$ cat src/rtl/ps2_pkg.sv
// Shared PS/2 constants and deframer state encoding; KEY_UP/KEY_DOWN are also used by the
// time-setting counters.
package ps2_pkg;

    localparam logic [7:0] PS2_BREAK = 8'hF0;
    localparam logic [7:0] PS2_EXT   = 8'hE0;
    localparam logic [7:0] KEY_UP    = 8'h75;
    localparam logic [7:0] KEY_DOWN  = 8'h72;

    typedef enum logic [1:0] {
        StIdle   = 2'd0,
        StData   = 2'd1,
        StParity = 2'd2,
        StStop   = 2'd3
    } ps2_state_e;

endpackage

$ cat src/rtl/ps2_rx_frame.sv
// PS/2 deframer: pin synchronizers, ps2_clk falling-edge detect, 11-bit frame FSM and
// inter-edge watchdog that aborts stalled partial frames.
module ps2_rx_frame
    import ps2_pkg::*;
#(
    parameter int unsigned    N       = 8,
    parameter int unsigned    TW      = 16,
    parameter logic [TW-1:0]  TIMEOUT = TW'(50000)
) (
    input  logic         i_clk,
    input  logic         i_rst,
    input  logic         i_ps2_clk,
    input  logic         i_ps2_data,
    output logic [N-1:0] o_byte,
    output logic         o_byte_rdy,
    output logic         o_frame_err
);

    localparam int unsigned CW = $clog2(N);

    logic [2:0]    r_clk_sync;
    logic [1:0]    r_dat_sync;
    ps2_state_e    r_state;
    ps2_state_e    w_state_next;
    logic [N-1:0]  r_shift;
    logic [CW-1:0] r_bit_cnt;
    logic          r_parity;
    logic [TW-1:0] r_wdog;
    logic          w_fall;
    logic          w_data;
    logic          w_timeout;

    // Preset to 1 so reset looks like an idle bus and never fakes a falling edge.
    always_ff @(posedge i_clk) begin
        if (i_rst) begin
            r_clk_sync <= '1;
            r_dat_sync <= '1;
        end else begin
            r_clk_sync <= {r_clk_sync[1:0], i_ps2_clk};
            r_dat_sync <= {r_dat_sync[0], i_ps2_data};
        end
    end

    assign w_fall    = r_clk_sync[2] & ~r_clk_sync[1];
    assign w_data    = r_dat_sync[1];
    assign w_timeout = (r_state != StIdle) && (r_wdog == TIMEOUT);

    always_ff @(posedge i_clk) begin
        if (i_rst) r_state <= StIdle;
        else       r_state <= w_state_next;
    end

    always_comb begin
        w_state_next = r_state;
        if (w_timeout) begin
            w_state_next = StIdle;
        end else if (w_fall) begin
            case (r_state)
                StIdle:   if (!w_data) w_state_next = StData;
                StData:   if (r_bit_cnt == CW'(N - 1)) w_state_next = StParity;
                StParity: w_state_next = StStop;
                default:  w_state_next = StIdle;
            endcase
        end
    end

    always_comb begin
        o_byte_rdy  = 1'b0;
        o_frame_err = 1'b0;
        if (w_timeout) begin
            o_frame_err = 1'b1;
        end else if (w_fall && (r_state == StStop)) begin
            if (w_data && (^{r_shift, r_parity})) o_byte_rdy  = 1'b1;
            else                                  o_frame_err = 1'b1;
        end
    end

    always_ff @(posedge i_clk) begin
        if (i_rst) begin
            r_shift   <= '0;
            r_bit_cnt <= '0;
            r_parity  <= 1'b0;
            r_wdog    <= '0;
        end else begin
            if ((r_state == StIdle) || w_fall || w_timeout) r_wdog <= '0;
            else                                            r_wdog <= r_wdog + 1'b1;
            if (w_fall && !w_timeout) begin
                case (r_state)
                    StIdle:   r_bit_cnt <= '0;
                    StData: begin
                        r_shift   <= {w_data, r_shift[N-1:1]};
                        r_bit_cnt <= r_bit_cnt + 1'b1;
                    end
                    StParity: r_parity <= w_data;
                    default:  ;
                endcase
            end
        end
    end

    assign o_byte = r_shift;

endmodule

$ cat src/rtl/rx_teclado_ps2.sv
// PS/2 keyboard receiver with break/extended-prefix filtering and one-cycle make-code strobe.
// Build option PS2_EXT_FILTER_EN: deliver E0-prefixed makes as base codes instead of dropping them.
module rx_teclado_ps2
    import ps2_pkg::*;
#(
    parameter int unsigned   N       = 8,
    parameter int unsigned   TW      = 16,
    parameter logic [TW-1:0] TIMEOUT = TW'(50000)
) (
    input  logic         i_clk,
    input  logic         i_rst,
    input  logic         i_ps2_clk,
    input  logic         i_ps2_data,
    output logic [N-1:0] o_key_code,
    output logic         o_en_codigo,
    output logic         o_frame_err
);

    logic [N-1:0] w_byte;
    logic         w_byte_rdy;
    logic         w_frame_err;
    logic         r_brk;
    logic         r_ext;
    logic         w_brk_next;
    logic         w_ext_next;
    logic         w_accept;
    logic [N-1:0] r_key_code;
    logic         r_en_codigo;
    logic         r_frame_err;

    ps2_rx_frame #(
        .N       (N),
        .TW      (TW),
        .TIMEOUT (TIMEOUT)
    ) u_frame (
        .i_clk       (i_clk),
        .i_rst       (i_rst),
        .i_ps2_clk   (i_ps2_clk),
        .i_ps2_data  (i_ps2_data),
        .o_byte      (w_byte),
        .o_byte_rdy  (w_byte_rdy),
        .o_frame_err (w_frame_err)
    );

    always_comb begin
        w_brk_next = r_brk;
        w_ext_next = r_ext;
        w_accept   = 1'b0;
        if (w_byte_rdy) begin
            if (w_byte == N'(PS2_BREAK)) begin
                w_brk_next = 1'b1;
            end else if (w_byte == N'(PS2_EXT)) begin
                w_ext_next = 1'b1;
            end else if (r_brk) begin
                // Released key code, plain or extended: swallow it.
                w_brk_next = 1'b0;
                w_ext_next = 1'b0;
            end else begin
`ifdef PS2_EXT_FILTER_EN
                w_accept   = 1'b1;
`else
                w_accept   = ~r_ext;
`endif
                w_ext_next = 1'b0;
            end
        end
    end

    always_ff @(posedge i_clk) begin
        if (i_rst) begin
            r_brk       <= 1'b0;
            r_ext       <= 1'b0;
            r_key_code  <= '0;
            r_en_codigo <= 1'b0;
            r_frame_err <= 1'b0;
        end else begin
            r_brk       <= w_brk_next;
            r_ext       <= w_ext_next;
            r_en_codigo <= w_accept;
            r_frame_err <= w_frame_err;
            if (w_accept) r_key_code <= w_byte;
        end
    end

    assign o_key_code  = r_key_code;
    assign o_en_codigo = r_en_codigo;
    assign o_frame_err = r_frame_err;

endmodule

$ cat config.mk
export PLATFORM = sky130hd
export DESIGN_NAME = rx_teclado_ps2
export DESIGN_NICKNAME = d
export VERILOG_FILES = /design/src/rtl/ps2_pkg.sv /design/src/rtl/ps2_rx_frame.sv /design/src/rtl/rx_teclado_ps2.sv
export SDC_FILE = /design/constraint.sdc
export NUM_CORES = 1
export LEC_CHECK = 0
export CORE_MARGIN = 3
export CORE_UTILIZATION = 45
export DETAILED_ROUTE_END_ITERATION = 10
export GPL_TIMING_DRIVEN = 0
export PLACE_DENSITY = 0.67
export RECOVER_POWER = 25
export SKIP_CTS_REPAIR_TIMING = 1
export SLEW_MARGIN = 20
export SYNTH_ARGS = -nofsm -noshare
export SYNTH_HDL_FRONTEND = slang
export SYNTH_SLANG_ARGS = --single-unit
$ cat constraint.sdc
create_clock -name i_clk -period 2.24 [get_ports i_clk]
set_input_delay 0.224 -clock i_clk [delete_from_list [all_inputs] [get_ports i_clk]]
set_output_delay 0.224 -clock i_clk [all_outputs]
set_load 0.02 [all_outputs]
Word level (Yosys, flattened, before mapping)
Index checks and enable logic that the tools add are counted.

$add $sub $neg: 2. Eq/ne operators: 10. Muxes and demuxes: 17. Bitwise operators: 4. Reduce and logical (&&, ||, !) cells: 19.

Operator list (number): adder 16 x 1 -> 16 bit (second input constant) (1); == test 16 bit (second input constant) (1); == test 8 bit (second input constant) (2); two-way mux 1 bit (13); AND reduction 2 bit (5); parity 9 bit (1); case mux 2 bit (3 select lines) (1); case mux 3 bit (2 select lines) (1); == test 2 bit (second input constant) (2); logical AND 1 bit (4); two-way mux 2 bit (2); != test 2 bit (second input constant) (2); nonzero test 2 bit (2); OR reduction 2 bit (2); adder 3 x 1 -> 3 bit (second input constant) (1); == test 3 bit (second input constant) (1); inverter 1 bit (3); AND reduction 3 bit (1); == test 2 x 1 -> 1 bit (second input constant) (1); logical NOT 2 bit (1); logical OR 1 bit (2); != test 2 x 1 -> 1 bit (second input constant) (1); bitwise AND 1 bit (1); logical NOT 1 bit (1).

Register bits: 47. Input port bits: 4. Output and inout bits: 10. Word-level logic and storage cells: 64.

Logic depth before layout (Yosys ltp)
Gate-level depths: netlist of run 1.

Word-level depth: 6. Depth in mapped cells: 9. Mapped depth without buffers: 7.

By module
Synthesis of run 1 repeated with hierarchy kept, for this count alone.

Cell total of the unflattened synthesis: 237. Area, all modules: 2331.0 um^2.

Modules (own cells, without submodules): ps2_rx_frame (times used 1, cells each 187, area an instance 1790.5 um^2, seq. area each 700.7 um^2); rx_teclado_ps2 (times used 1, cells each 50, area an instance 540.5 um^2, seq. area each 240.2 um^2).

Least setup slack after synthesis of run 1
OpenSTA, ideal clock, no wires.

Kind: reg2reg. Start: register u_frame.r_state[0]. End: register u_frame.r_wdog[6]. Setup time: 0.115 ns. Data arrival time: 1.815 ns. Required time: 2.125 ns. Slack: 0.310 ns. Cell stages (with the launch flop): 10. Buffers on the path: 2. Period minus slack after synthesis: 1.930 ns. Cells stage by stage: dfxtp_1 > inv_1 > ha_1 > nor4bb_1 > nand4_1 > nand2b_1 > or3_1 > clkbuf_1 > buf_4 > nor2_1.

Longest elaborated chain between the ends: 4. Elaborated cells between the ends (all ways): 6. Those cells by class: reduce/logical (6).

RTL lines: from (decl) (line ps2_rx_frame.sv:23) `ps2_state_e r_state;`; from (signal assigned) (line ps2_rx_frame.sv:49) `if (i_rst) r_state <= StIdle;`; from (signal assigned) (line ps2_rx_frame.sv:50) `else r_state <= w_state_next;`; logical NOT 2 bit / nonzero test 2 bit (equally long branches) (line ps2_rx_frame.sv:85, ps2_rx_frame.sv:46); logical OR 1 bit / logical AND 1 bit (equally long branches) (line ps2_rx_frame.sv:85, ps2_rx_frame.sv:46); logical OR 1 bit (*) (line ps2_rx_frame.sv:85) `if ((r_state == StIdle) || w_fall || w_timeout) r_wdog <= '0;`; OR reduction 2 bit (no line) (*); to (signal assigned) (line ps2_rx_frame.sv:86) `else r_wdog <= r_wdog + 1'b1;`; to (decl) (line ps2_rx_frame.sv:28) `logic [TW-1:0] r_wdog;`.

Mark *: on every way between the ends. The rest lies on a longest branch, timed or not. A chain may end at the register's enable or synchronous reset.

Worst setup path in the final report of run 1
Start: register u_frame.r_state[1]. End: register u_frame.r_bit_cnt[1].

Longest elaborated chain between the ends: 5. Elaborated cells between the ends (all ways): 9. Those cells by class: eq/ne (1); mux (1); reduce/logical (7).

RTL lines: nonzero test 2 bit (line ps2_rx_frame.sv:46) `assign w_timeout = (r_state != StIdle) && (r_wdog == TIMEOUT);`; logical AND 1 bit (line ps2_rx_frame.sv:46); logical NOT 1 bit (line ps2_rx_frame.sv:87) `if (w_fall && !w_timeout) begin`; logical AND 1 bit (line ps2_rx_frame.sv:87); AND reduction 2 bit (no line); to (signal assigned) (line ps2_rx_frame.sv:92) `r_bit_cnt <= r_bit_cnt + 1'b1;`; to (decl) (line ps2_rx_frame.sv:26) `logic [CW-1:0] r_bit_cnt;`.

Several ways; a longest one is shown, not always the timed one.

==> results of run 1 <==
-- cell type report --
type / count / area, um^2 / area share [%]
clock buffers: 6 / 72.6 / 3.00
multi-input cells: 158 / 1110 / 46.1
flip-flops and latches: 47 / 942 / 39.0
plain buffers: 6 / 38.8 / 1.60
well taps: 52 / 65.1 / 2.69
inverters: 9 / 33.8 / 1.40
repair buffers: 16 / 150 / 6.21
-- how the worst max path moves through the flow --
stage	start	end	slack, ns	cells past startpoint
floorplan	u_frame.r_state[0]	u_frame.r_wdog[6]	0.31	9
global placement	u_frame.r_state[0]	u_frame.r_wdog[12]	-0.05	9
detailed placement	u_frame.r_state[0]	u_frame.r_wdog[6]	-0.08	9
CTS	u_frame.r_state[0]	u_frame.r_wdog[11]	-0.10	9
global route	u_frame.r_state[1]	u_frame.o_byte[0]	0.05	8
finish	u_frame.r_state[1]	u_frame.r_bit_cnt[1]	0.26	8
-- critical path: cells and delay by family, from the launching register on --
family,cells,cell delay [ns]
buf+inv,2,0.28
fa+ha+maj,1,0.21
simple gates,4,0.84
compound gates,1,0.17
flops,1,0.38
-- power breakdown --
group | switching, mW | leakage [nW] | internal (mW) | total [mW]
clock | 0.254 | 0.0371 | 0.208 | 0.462
sequential | 0.00210 | 0.380 | 0.839 | 0.841
combinational | 0.0170 | 0.433 | 0.0183 | 0.0353
-- routing by layer --
metal | part of all wire (%) | wire length [um] | vias up
met2 | 45 | 1530 | 15
met5 | 0 | 0 | -
met1 | 50 | 1690 | 648
met3 | 2.8 | 96 | 6
met4 | 1.9 | 63 | 0
li1 | - | - | 785
-- through the flow --
stage / worst slack [ns] / area (um^2) / utilization (%) / TNS, ns / total power, mW
after floorplan: 0.310 / 2110 / - / 0 / 0.883
after global placement: -0.0524 / 2300 / 51.7 / -0.491 / 0.892
after detailed placement: -0.0762 / 2300 / 51.7 / -0.702 / 0.893
after CTS: -0.100 / 2370 / 53.4 / -0.938 / 1.35
after global routing: 0.0489 / 2420 / 54.4 / 0 / 1.39
final: 0.257 / 2420 / 54.4 / 0 / 1.34
-- cell usage after synthesis --
library cell,count
dfxtp_1,47
a211oi_1,2
or2_2,5
nor3_4,1
buf_2,1
nor2_1,37
or2b_1,2
buf_4,2
nand3_1,6
and4b_1,1
ha_1,8
nand4_1,5
and4_1,1
nor4bb_1,1
or3_1,2
nand2_1,10
and3_1,2
or4_1,1
a22oi_1,2
buf_6,1
clkbuf_1,3
and3_4,1
a41oi_1,2
mux2i_1,19
xnor3_2,1
xnor2_1,11
o211ai_1,1
nor4_1,2
nor2b_1,1
a21o_2,1
nor4b_1,2
a21oi_1,2
xor2_1,10
nand2b_1,16
nor3_1,3
inv_1,9
-- registers in the layout, summed over array words and instances, names as in the netlist --
name	count
o_key_code	8
u_frame.r_wdog	16
o_frame_err	1
u_frame.o_byte	8
u_frame.r_state	2
r_ext	1
u_frame.r_bit_cnt	3
o_en_codigo	1
u_frame.r_clk_sync	3
r_brk	1
u_frame.r_dat_sync	2
u_frame.r_parity	1
-- cell families after synthesis --
family / synth area share [%]
AOI/OAI and AO/OA: 3.49
xor gates and xnor gates: 9.83
adders and majority gates: 4.74
buffers and inverters: 3.61
DFF: 44.5
muxes: 9.00
and+or+nand+nor: 24.8
==> flow_summary.yaml, run 1 <==
cells_and_area:
  final_cell_mix: "46 x dfxtp_1, 37 x nor2_1, 19 x mux2i_1"
  area_growth_pct: 14.4
  final_common_cell: "dfxtp_1"
  fin_cells: 294
  antennaDiodeCount: 0
  fillers: 418
  drive_above_1_share_pct: 11.2
  fin_nets: 255
sta:
  slew_violations: 0
  max_freq_ghz: 0.504
  fin_crit_ns: 1.98
  finalCritPeriodShare_pct: 88.5
  rsz0062_at_grt: "false"
  hold_viol: 0
  worstMarginPinSlew_ns: 0.513
  max_slew_margin_pct: 65.7
  hold_slack_ns: 0.270
  setup_viol: 0
  fin_worst_skew_ns: 0.00394
global_route:
  grt_overflow: 0
  grt_max_degree: 13
  grt_first_pass_wirelength_um: 5830
  grt_util_met2_pct: 22.6
  grt-busiest-layer: "met2"
  grt_pass1_vias: 1304
  grt_use_met3_pct: 3.65
  gr-usage-met1_pct: 16.7
  antenna_found_initial: 0
  track_usage_pct: 13.8
synth:
  yosys.area.top_type: "dfxtp_1"
  yosysWarnings: 0
  synth_seq_cells: 47
  synth_nets: 233
  netlist_area_um2: 2110
  syn_area_per_cell_um2: 9.56
  ys_types: 36
  synth_area_leaders: "dfxtp_1 45%, mux2i_1 9.0%, nor2_1 6.6%"
  yosys.area.top_type_share_pct: 44.5
  synth-seq-area-share_pct: 44.5
  netlist_instances: 221
job:
  cap_violations: 0
critical_path:
  arrival_ns: 2.15
  path_cells: "inv_1, ha_2, nor4bb_2, nand4_1, and3_4, buf_2, a22oi_1, nor2_1"
  startpoint_type: "flop"
  worst-r2r-setup-slack_ns: 0.26
  reg2reg_to: "u_frame.r_bit_cnt[1]"
  end_kind: "flop"
  critPathSlowestCell: "dfxtp_1"
  cp.required_ns: 2.41
  worstPathMaxFanout: 10
  rr_startpoint: "u_frame.r_state[1]"
  r2r_cells: 8
  path_class: "reg2reg"
  critPathMaxStageDelay_ns: 0.38
drt:
  ant_nets: 0
  wire_per_inst_um: 11.5
  drc: 0
  firstDrtPassIters: 4
  dr_total_vias: 1454
  vias_per_cell: 4.95
  totalWireLength_um: 3380
  drtIter0Drc: 57
floorplan:
  placementRows: 24
  initial_utilization_pct: 47.6
  die-area_um2: 5550
  die_h_um: 74.5
  dieWidth_um: 74.5
  coreArea_um2: 4440
  ioPinCount: 14
place:
  place_hpwl_um: 2450
  place.port_buffers: 12
  numPlacedInstances: 285
  place.gp.congestion: 0.740
cts:
  cts_max_path_buffers: 2
  cts_tree: "built"
  path_clk_slew_ns: 0.08
  cts_root_buf: "clkbuf_8"
  numClockSinks: 47
  cts_buffers: 5
  htree_levels: 2
  clk_latency_ns: 0.29
pwr:
  power_density_nw_per_um2: 554
  p_leak_nw: 0.850
  vdd_ir_drop_max_uv: 432
worst_hold_path:
  min_to: "o_key_code[5]"
  holdCritPathClass: "in2reg"
  min_delay_path_depth: 3
  min-delay-start: "i_rst"
status:
  status: "finished clean"
No activity file was read; power rests on OpenSTA's default activity.
==> run 2, diff against run 1 <==
Settings changed: SKIP_LAST_GASP set to 1.
==> results of run 2 <==
Same layout as run 1: the final DEF is identical, and so are final timing and power.
==> run 3, diff against run 2 <==
Settings changed: CORE_MARGIN 3 to 1, CTS_BUF_LIST set to sky130_fd_sc_hd__clkbuf_2 sky130_fd_sc_hd__clkbuf_4 sky130_fd_sc_hd__clkbuf_8, MAX_ROUTING_LAYER set to met4.
==> run 3 against run 2 <==
Compared with the run above:
- combinational power fell by 12%
- critical path type unchanged
- largest cell class unchanged
- highest routed layer unchanged
- clock skew rose by 0.0046 ns
- the run now ends with design-rule violations left
- global-route usage rose by 1.7 points
- cell area rose by 0.98%
- worst hold slack got worse by 0.011 ns
- non-clock buffer count fell by 3
- via count rose by 1.6%
- routed wire length rose by 2.0%
- die area fell by 10%
- worst setup slack got worse by 0.0042 ns
- critical endpoint is now o_key_code[1]
- core utilization rose by 0.53 points
- first-iteration DRC count rose by 1.8%
==> flow_summary.yaml, run 3 (synthesis gave the netlist of run 1 again) <==
status:
  status: "complete, but fails checks"
  violations: "design-rule violations"
sta:
  finalCritPeriodShare_pct: 88.7
  hold_viol: 0
  max_slew_margin_pct: 64.9
  rsz0062_at_grt: "false"
  fin_tns_setup_ns: 0
  slew_violations: 0
  worstMarginPinSlew_ns: 0.522
  max_freq_ghz: 0.503
  fin_worst_skew_ns: 0.00857
  fin_crit_ns: 1.99
  setup_slack_ns: 0.253
  hold_slack_ns: 0.258
  setup_viol: 0
drt:
  ant_nets: 0
  dr_total_vias: 1477
  totalWireLength_um: 3450
  vias_per_cell: 5.04
  drc: 4
  drtIter0Drc: 58
  firstDrtPassIters: 7
  wire_per_inst_um: 11.8
critical_path:
  crit_buf_inv: 0
  worst-r2r-setup-slack_ns: 0.25
  end_kind: "flop"
  path_cells: "xor2_1, xnor3_2, xnor2_1, nor3_4, mux2i_1"
  cp.required_ns: 2.47
  path_class: "reg2reg"
  cpLargestDelayFamily: "XOR/XNOR gates"
  critPathMaxStageDelay_ns: 0.46
  worstPathMaxFanout: 8
  arrival_ns: 2.22
  critPathSlowestCell: "xnor3_2"
  startpoint_type: "flop"
floorplan:
  initial_utilization_pct: 47.6
  die-area_um2: 4970
  die_h_um: 70.5
  placementRows: 24
  dieWidth_um: 70.5
  ioPinCount: 14
  coreArea_um2: 4440
cells_and_area:
  fin_nets: 252
  antennaDiodeCount: 0
  final_cell_mix: "45 x dfxtp_1, 37 x nor2_1, 19 x mux2i_1"
  drive_above_1_share_pct: 11.6
  fin_cells: 293
  final_common_cell: "dfxtp_1"
  top_register: "u_frame.r_wdog"
  stdcell_area_um2: 2440
  area_growth_pct: 15.5
  fin_util_pct: 54.9
  largest_register_ffs: 16
pwr:
  vdd_ir_drop_max_uv: 402
  switching_power_mw: 0.294
  p_comb_share_pct: 2.1
  power_density_nw_per_um2: 618
  p_leak_nw: 0.859
  netSwitchingFraction_pct: 19.5
  p_seq_share_pct: 55.8
  p_total_mw: 1.51
  internal-power_mw: 1.22
  clkPwrFrac_pct: 42.2
place:
  place.gp.congestion: 0.785
  numPlacedInstances: 285
  place.port_buffers: 12
  pre_cts_ws_ns: -0.0707
  post_dp_cell_area_um2: 2300
  place_hpwl_um: 2460
job:
  cap_violations: 0
global_route:
  grt-busiest-layer: "met2"
  gr-usage-met1_pct: 18.2
  grt_use_met3_pct: 3.42
  antenna_found_initial: 0
  grt_pass1_vias: 1381
  grt_util_met2_pct: 25.0
  track_usage_pct: 15.5
  grt_max_degree: 15
  grt_overflow: 0
  grt_first_pass_wirelength_um: 5850
cts:
  numClockSinks: 47
  cts_root_buf: "clkbuf_8"
  clk_latency_ns: 0.30
  cts_tree: "built"
  path_clk_slew_ns: 0.09
  htree_levels: 2
  cts_max_path_buffers: 2
  cts_buffers: 5
worst_hold_path:
  holdCritPathClass: "in2reg"
run 3: layer usage:
metal	wire, um	up-vias
met3	88	8
met5	0	-
met4	74	0
li1	-	776
met1	1670	678
met2	1620	15
run 3: worst min-delay path, stage by stage:
cell and delay, ns:
buf_4 0.13, or2b_1 0.10, mux2i_1 0.05
run 3: final timing paths:
check,cells after the start,end,from
setup reg to reg,5,o_key_code[1],u_frame.o_byte[6]
hold / removal,3,o_key_code[5],i_rst
hold reg to reg,1,u_frame.r_clk_sync[1],u_frame.r_clk_sync[0]
setup / recovery,5,o_key_code[1],u_frame.o_byte[6]
run 3: cell type report:
type	count	area, um^2
clock buffer	6	82.6
clock inverter	2	35.0
sequential	47	943
tap	52	65.1
fill	410	2000
multi-input combinational	158	1110
buffer	6	38.8
inverter	9	33.8
timing repair buffer	13	128
run 3: power groups by stage:
stage          logic (mW)  registers [mW]  clock network (mW)
2_1_floorplan      0.0226           0.860                   0
3_3_place_gp       0.0318           0.861                   0
3_5_place_dp       0.0317           0.861                   0
4_1_cts            0.0319           0.841               0.657
5_1_grt            0.0346           0.842               0.684
6_report           0.0312           0.841               0.636
